===== config.mk =====
export PLATFORM = sky130hd
export DESIGN_NAME = entropy_health
export DESIGN_NICKNAME = d
export VERILOG_FILES = /design/src/rtl/trng_pkg.sv /design/src/rtl/health_apt.sv /design/src/rtl/entropy_health.sv
export SDC_FILE = /design/constraint.sdc
export NUM_CORES = 1
export LEC_CHECK = 0
export CORE_AREA = 2 2 117 119
export CTS_CLUSTER_DIAMETER = 150
export CTS_CLUSTER_SIZE = 8
export DETAILED_ROUTE_END_ITERATION = 7
export DIE_AREA = 0 0 119 121
export GPL_TIMING_DRIVEN = 0
export MAX_ROUTING_LAYER = met4
export SKIP_CTS_REPAIR_TIMING = 1
export SLEW_MARGIN = 0
export SYNTH_ARGS = -nofsm -noshare
export SYNTH_HDL_FRONTEND = slang
export SYNTH_SLANG_ARGS = --single-unit

===== constraint.sdc =====
create_clock -name clk -period 8.2 [get_ports clk]
set_clock_uncertainty 0.1 [all_clocks]
set_input_delay 0.82 -clock clk [delete_from_list [all_inputs] [get_ports clk]]
set_output_delay 0.82 -clock clk [all_outputs]
set_load 0.005 [all_outputs]

===== src/rtl/trng_pkg.sv =====
// Shared types and defaults for the entropy health-test block.
// Holds the FSM state encoding, failure codes, word width and default cutoffs.
package trng_pkg;

    localparam int unsigned WORD_W    = 32;
    localparam int unsigned RCT_C_DEF = 32;
    localparam int unsigned APT_W_DEF = 1024;
    localparam int unsigned APT_C_DEF = 840;

    typedef enum logic [1:0] {
        IDLE    = 2'b00,
        STARTUP = 2'b01,
        RUN     = 2'b10,
        FAIL    = 2'b11
    } state_t;

    typedef enum logic [1:0] {
        FC_NONE = 2'b00,
        FC_RCT  = 2'b01,
        FC_APT  = 2'b10,
        FC_BOTH = 2'b11
    } fail_code_t;

endpackage


===== src/rtl/health_apt.sv =====
// Adaptive-proportion test: counts occurrences of each window's first bit and
// flags (combinationally, on the offending sample) when the count reaches APT_C.
module health_apt
    import trng_pkg::*;
#(
    parameter int unsigned APT_W = APT_W_DEF,
    parameter int unsigned APT_C = APT_C_DEF
) (
    input  logic clk,
    input  logic rst,
    input  logic clr,
    input  logic sample,
    input  logic valid,
    output logic fail
);

    localparam int unsigned WW = $clog2(APT_W + 1);
    localparam int unsigned CW = $clog2(APT_C + 1);

    logic [WW-1:0] win_cnt;
    logic [CW-1:0] hit_cnt;
    logic [CW-1:0] hit_nxt;
    logic          ref_bit;
    logic          new_win;
    logic          match;

    // A cleared counter and a completed window both mean the sample opens a new window.
    always_comb begin
        new_win = (win_cnt == '0) || (win_cnt == WW'(APT_W));
        match   = new_win || (sample == ref_bit);
        hit_nxt = hit_cnt;
        if (new_win)
            hit_nxt = CW'(1);
        else if (match && (hit_cnt != CW'(APT_C)))
            hit_nxt = hit_cnt + CW'(1);
        fail = valid && match && (hit_nxt == CW'(APT_C));
    end

    always_ff @(posedge clk) begin
        if (rst || clr) begin
            win_cnt <= '0;
            hit_cnt <= '0;
            ref_bit <= 1'b0;
        end else if (valid) begin
            win_cnt <= new_win ? WW'(1) : win_cnt + WW'(1);
            hit_cnt <= hit_nxt;
            if (new_win)
                ref_bit <= sample;
        end
    end

endmodule


===== src/rtl/entropy_health.sv =====
// Raw entropy health monitor (RCT + APT) with LSB-first 32-bit word packing.
// Define HEALTH_STATS_EN to add drop_cnt / fail_cnt statistics outputs.
module entropy_health
    import trng_pkg::*;
#(
    parameter int unsigned RCT_C = RCT_C_DEF,
    parameter int unsigned APT_W = APT_W_DEF,
    parameter int unsigned APT_C = APT_C_DEF
) (
    input  logic              clk,
    input  logic              rst,
    input  logic              en,
    input  logic              raw_bit,
    input  logic              raw_vld,
    output logic [WORD_W-1:0] word_out,
    output logic              word_vld,
    input  logic              word_rdy,
    output logic              fail,
    output logic [1:0]        fail_code,
    input  logic              clr_fail
`ifdef HEALTH_STATS_EN
    ,
    output logic [7:0]        drop_cnt,
    output logic [7:0]        fail_cnt
`endif
);

    localparam int unsigned RW = $clog2(RCT_C + 1);
    localparam int unsigned SW = $clog2(APT_W + 1);
    localparam int unsigned IW = $clog2(WORD_W);

    state_t            state, state_nxt;
    fail_code_t        fc_q;
    logic [RW-1:0]     run_cnt, run_nxt;
    logic              prev_bit;
    logic [SW-1:0]     su_cnt;
    logic [IW-1:0]     bit_idx;
    logic [WORD_W-1:0] shifter, word_nxt;

    logic tst_vld, rct_fail, apt_fail, any_fail;
    logic word_done, load, handshake;
    logic enter_fail, restart, ctr_clr;

    assign tst_vld   = raw_vld && en && ((state == STARTUP) || (state == RUN));
    assign handshake = word_vld && word_rdy;
    assign fail_code = fc_q;

    always_comb begin
        run_nxt = run_cnt;
        if ((run_cnt == '0) || (raw_bit != prev_bit))
            run_nxt = RW'(1);
        else if (run_cnt != RW'(RCT_C))
            run_nxt = run_cnt + RW'(1);
        rct_fail = tst_vld && (run_nxt == RW'(RCT_C));
        any_fail = rct_fail || apt_fail;
    end

    health_apt #(
        .APT_W (APT_W),
        .APT_C (APT_C)
    ) u_apt (
        .clk    (clk),
        .rst    (rst),
        .clr    (ctr_clr),
        .sample (raw_bit),
        .valid  (tst_vld),
        .fail   (apt_fail)
    );

    always_comb begin
        word_nxt          = shifter;
        word_nxt[bit_idx] = raw_bit;
        word_done         = tst_vld && (state == RUN) && (bit_idx == IW'(WORD_W - 1));
        load              = word_done && !any_fail && (!word_vld || word_rdy);
    end

    always_comb begin
        state_nxt = state;
        case (state)
            IDLE:    if (en) state_nxt = STARTUP;
            STARTUP: begin
                if (!en)
                    state_nxt = IDLE;
                else if (any_fail)
                    state_nxt = FAIL;
                else if (tst_vld && (su_cnt == SW'(APT_W - 1)))
                    state_nxt = RUN;
            end
            RUN: begin
                if (!en)
                    state_nxt = IDLE;
                else if (any_fail)
                    state_nxt = FAIL;
            end
            FAIL:    if (clr_fail) state_nxt = STARTUP;
            default: state_nxt = IDLE;
        endcase
        enter_fail = (state_nxt == FAIL) && (state != FAIL);
        restart    = (state == FAIL) && clr_fail;
        ctr_clr    = restart || (state_nxt == IDLE);
    end

    always_ff @(posedge clk) begin
        if (rst) begin
            state    <= IDLE;
            run_cnt  <= '0;
            prev_bit <= 1'b0;
            su_cnt   <= '0;
            bit_idx  <= '0;
            shifter  <= '0;
            word_out <= '0;
            word_vld <= 1'b0;
            fail     <= 1'b0;
            fc_q     <= FC_NONE;
        end else begin
            state <= state_nxt;

            if (ctr_clr) begin
                run_cnt  <= '0;
                prev_bit <= 1'b0;
                su_cnt   <= '0;
                bit_idx  <= '0;
                shifter  <= '0;
            end else if (enter_fail) begin
                bit_idx <= '0;
                shifter <= '0;
            end else if (tst_vld) begin
                run_cnt  <= run_nxt;
                prev_bit <= raw_bit;
                if (state == STARTUP) begin
                    su_cnt <= su_cnt + SW'(1);
                end else begin
                    bit_idx <= bit_idx + IW'(1);
                    shifter <= word_done ? '0 : word_nxt;
                end
            end

            // A failure squashes any held word so it can never be delivered.
            if (enter_fail) begin
                word_vld <= 1'b0;
            end else if (load) begin
                word_out <= word_nxt;
                word_vld <= 1'b1;
            end else if (handshake) begin
                word_vld <= 1'b0;
            end

            if (enter_fail) begin
                fail <= 1'b1;
                fc_q <= fail_code_t'({apt_fail, rct_fail});
            end else if (restart) begin
                fail <= 1'b0;
                fc_q <= FC_NONE;
            end
        end
    end

`ifdef HEALTH_STATS_EN
    logic drop;
    assign drop = word_done && !any_fail && !load;

    always_ff @(posedge clk) begin
        if (rst) begin
            drop_cnt <= '0;
            fail_cnt <= '0;
        end else begin
            if (drop && (drop_cnt != '1))
                drop_cnt <= drop_cnt + 8'd1;
            if (enter_fail && (fail_cnt != '1))
                fail_cnt <= fail_cnt + 8'd1;
        end
    end
`endif

endmodule


==> results.sh, run 1 <==
export IMPL_power_dens_cells_nw_per_um2=204.5
export IMPL_critical_path_required_ns=8.44
export IMPL_post_route_cells_drive_above_1_share=0.07874
export IMPL_root_buffer="clkbuf_16"
export IMPL_synth_cell_area_sq_um=5833
export IMPL_path_max_fanout=10
export IMPL_worstPathBufferInverterCount=3
export IMPL_synth_nets=714
export IMPL_crit_path_max_incr_delay_ns=0.53
export IMPL_critical_path_endpoint_type="register"
export IMPL_max_cap_violations=0
export IMPL_grt_first_pass_wirelength_um=24690
export IMPL_critical_path_endpoint="shifter[22]"
export IMPL_seq_area_frac_synth=0.3912
export IMPL_time_the_worst_path_needs_with_i_o_delays_and_setup_ns=4.391
export IMPL_reg2reg_depth=13
export IMPL_dieArea_sq_um=14400
export IMPL_slew_violations=0
export IMPL_run_status="completed"
export IMPL_post_route_util=0.5434
export IMPL_floorplan_initialDensity=0.4458
export IMPL_cts_max_level=4
export IMPL_buffer_ports_inserted=42
export IMPL_path_class="in -> reg"
export IMPL_route_detailed_wl_per_inst_um=15.77
export IMPL_grt_antenna_before_repair=0
export IMPL_floorplan_rows=42
export IMPL_highest_layer="met4"
export IMPL_number_of_clock_buffers_inserted_by_tritoncts=17
export IMPL_ys_warns=0
export IMPL_first_global_vias=5040
export IMPL_die_height_um=121
export IMPL_post_drt_via_cell_ratio=5.580
export IMPL_grt_setup_unrepaired="no"
export IMPL_layout_filler_cells=1203
export IMPL_asyncSetResetFlopFracSynth=0
export IMPL_worst_slew_pin_slew_ns=0.7236
export IMPL_clock_path_buffers=2
export IMPL_cts_sinks=114
export IMPL_vdd_drop_max_mv=0.1262
export IMPL_coreArea_sq_um=13090
export IMPL_overflow=0
export IMPL_insertion_delay_of_the_later_clocked_pin_in_the_worst_skew_pair_ns=0.41
export IMPL_number_of_distinct_standard_cells_referenced_by_the_synthesized_netlist=62
export IMPL_antenna_diode_count=0
export IMPL_timing_rr_end="word_out[7]"
export IMPL_postRouteAntennaNets=0
export IMPL_setup_worst_path_start_class="input pin"
export IMPL_weighted_congestion_reported_at_the_end_of_routability_driven_placement=0.8700
export IMPL_min_period_over_period=0.5355
export IMPL_finalSetupTns_ns=0
export IMPL_ys_ff_latch=114
export IMPL_areaGrowthSynthToFinish_pct=21.90
export IMPL_globalRouteTotalUtil=0.2230
export IMPL_die_w_um=119
export IMPL_timing_slew_headroom=0.5051
export IMPL_met3_length_um=594
export IMPL_cts_reportedPaths_clkPinSlew_ns=0.05
export IMPL_final_setup_viol_count=0
export IMPL_worst_hold_depth=2
export IMPL_detailedPlacementHpwl_um=10680
export IMPL_worstReg2RegStart="state[0]"
export IMPL_whs_ns=0.3751
export IMPL_timing_critical_path_depth=11
export IMPL_detail_route_wirelength_met1_um=6968
export IMPL_master_of_the_slowest_instance_on_the_critical_path="clkdlybuf4s50_1"
export IMPL_nets=775
export IMPL_number_of_enable_type_register_cells_in_the_synthesized_netlist=0
export IMPL_syn_mean_instance_area_sq_um=8.442
export IMPL_critPathArrivalTime_ns=4.64
export IMPL_cts_tree="built"
export IMPL_i_o_pins=43
export IMPL_max_clock_freq_mhz=227.7
export IMPL_routed_wl_um=14800
export IMPL_dr_wl_met2_um=6896
export IMPL_reg2reg_setup_slack_ns=4.42
export IMPL_min_delay_path_class="reg -> reg"
export IMPL_drcViolationCount=0
export IMPL_grt_start_max_net_pins=17
export IMPL_synthesis_instances=691
export IMPL_mostFrequentLayoutCell="nor2_1"
export IMPL_crit_chain="clkdlybuf4s50_1 > clkbuf_1 > xnor2_1 > nand3_1 > o31a_1 > a2111oi_4 > nand2_4 > o21ai_1 > nand2_1 > buf_2 > nor2_1"
export IMPL_dr_total_vias=5234
export IMPL_worst_path_dominant_cell_family="buffers and inverters"
export IMPL_commonest_cells_after_routing_fill_and_taps_aside="126 x nor2_1, 114 x dfxtp_1, 55 x nand2_1"
export IMPL_drt_pass1_iterations=5
export IMPL_power_leakage_nw=2.443
export IMPL_ys_dominant_reg_cell="dfxtp_1"
export IMPL_first_iter_violations=367
export IMPL_dpl_cell_count=909
export IMPL_number_of_non_filler_instances_in_the_completed_layout=938
export IMPL_final_hold_violation_count=0
export IMPL_setup_worst_path_start="raw_bit"
sequential cells by signal, summed over array words and instances (netlist names):
name and cells:
shifter 32, fail 1, bit_idx 5, u_apt.hit_cnt 10, word_vld 1, fail_code 2, su_cnt 11, state 2
prev_bit 1, u_apt.ref_bit 1, run_cnt 6, u_apt.win_cnt 10, word_out 32
report_power, final:
part | switching [mW] | internal, mW | leakage (nW)
sequential | 0.00278 | 0.557 | 0.918
combinational | 0.0700 | 0.0264 | 1.22
clock | 0.250 | 0.548 | 0.307
logic make-up (layout without fill, tap and decap cells):
group	Yosys count	count (layout)	synth area share
muxes	44	44	0.07786
buffers and inverters	57	128	0.04032
adders and majority gates	16	16	0.03432
and+or+nand+nor	295	295	0.2385
AOI/OAI and AO/OA	141	141	0.1817
xor gates and xnor gates	24	24	0.03604
DFF	114	114	0.3912
stage by stage:
step | power (mW) | setup slack [ns] | instance area (sq um)
6_report | 1.454 | 3.809 | 7111
5_1_grt | 1.504 | 3.511 | 7111
4_1_cts | 1.468 | 3.855 | 7111
3_5_place_dp | 0.6667 | 3.430 | 6474
3_3_place_gp | 0.6656 | 3.482 | 6474
2_1_floorplan | 0.6350 | 4.790 | 5833
cell usage after synthesis, types with 5 or more instances:
master / number / area (sq um)
nor4_1: 5 / 31.28
and3_1: 13 / 81.33
ha_1: 16 / 200.2
and2_1: 5 / 31.28
a2bb2oi_1: 21 / 183.9
nor2_1: 126 / 473.0
or3_1: 6 / 37.54
a22oi_1: 14 / 105.1
nand4_1: 9 / 56.30
nand2b_1: 13 / 81.33
nand3_1: 28 / 140.1
buf_2: 5 / 25.02
dfxtp_1: 114 / 2282
mux2_2: 11 / 123.9
a211oi_1: 24 / 180.2
a21oi_1: 25 / 125.1
mux2i_1: 33 / 330.3
nand2_1: 55 / 206.5
inv_1: 18 / 67.56
clkbuf_1: 31 / 116.4
nor3_1: 14 / 70.07
xor2_1: 20 / 175.2
o21ai_0: 20 / 100.1
layer usage:
metal / track usage / up-vias
li1: - / 2586
met1: 0.2787 / 2490
met2: 0.3563 / 128
met3: 0.04558 / 30
met4: 0.08705 / 0
met5: - / -
worst min-delay path, delay by kind of cell, from the launching register on:
family / cells / cell delay (ns)
compound gates: 1 / 0.05
flops: 1 / 0.32
simple gates: 1 / 0.06
final cells by class:
class | count | area [sq um] | area share
buffer | 39 | 167.7 | 0.02358
clock buffer | 19 | 452.9 | 0.06370
clock inverter | 10 | 183.9 | 0.02587
inverter | 18 | 67.56 | 0.009502
multi-input combinational | 520 | 3316 | 0.4663
sequential | 114 | 2282 | 0.3210
tap | 176 | 220.2 | 0.03097
timing repair buffer | 42 | 420.4 | 0.05912
how the worst min path moves through the flow:
stage,startpoint,slack [ns],endpoint
2_1_floorplan,u_apt.win_cnt[1],0.35,u_apt.win_cnt[1]
3_3_place_gp,u_apt.win_cnt[1],0.36,u_apt.win_cnt[1]
3_5_place_dp,u_apt.win_cnt[1],0.37,u_apt.win_cnt[1]
4_1_cts,u_apt.win_cnt[1],0.37,u_apt.win_cnt[1]
5_1_grt,u_apt.win_cnt[1],0.39,u_apt.win_cnt[1]
6_report,u_apt.win_cnt[1],0.38,u_apt.win_cnt[1]
Note: power is estimated with default switching activity, not from simulation.
==> inputs of run 2 (changes only) <==
clock period = 4.5 ns   (was 8.2 ns; I/O delays follow)
==> results of run 2 <==
The final DEF is identical to that of run 1. Status: completed.
Main changes from that run: setup slack after placement 3.430 ns -> 0.1000 ns; setup slack after layout 3.809 ns -> 0.4785 ns; register-to-register setup slack 4.42 ns -> 0.72 ns; total power 1.454 mW -> 2.649 mW; worst IR drop on VDD 0.1262 mV -> 0.2299 mV
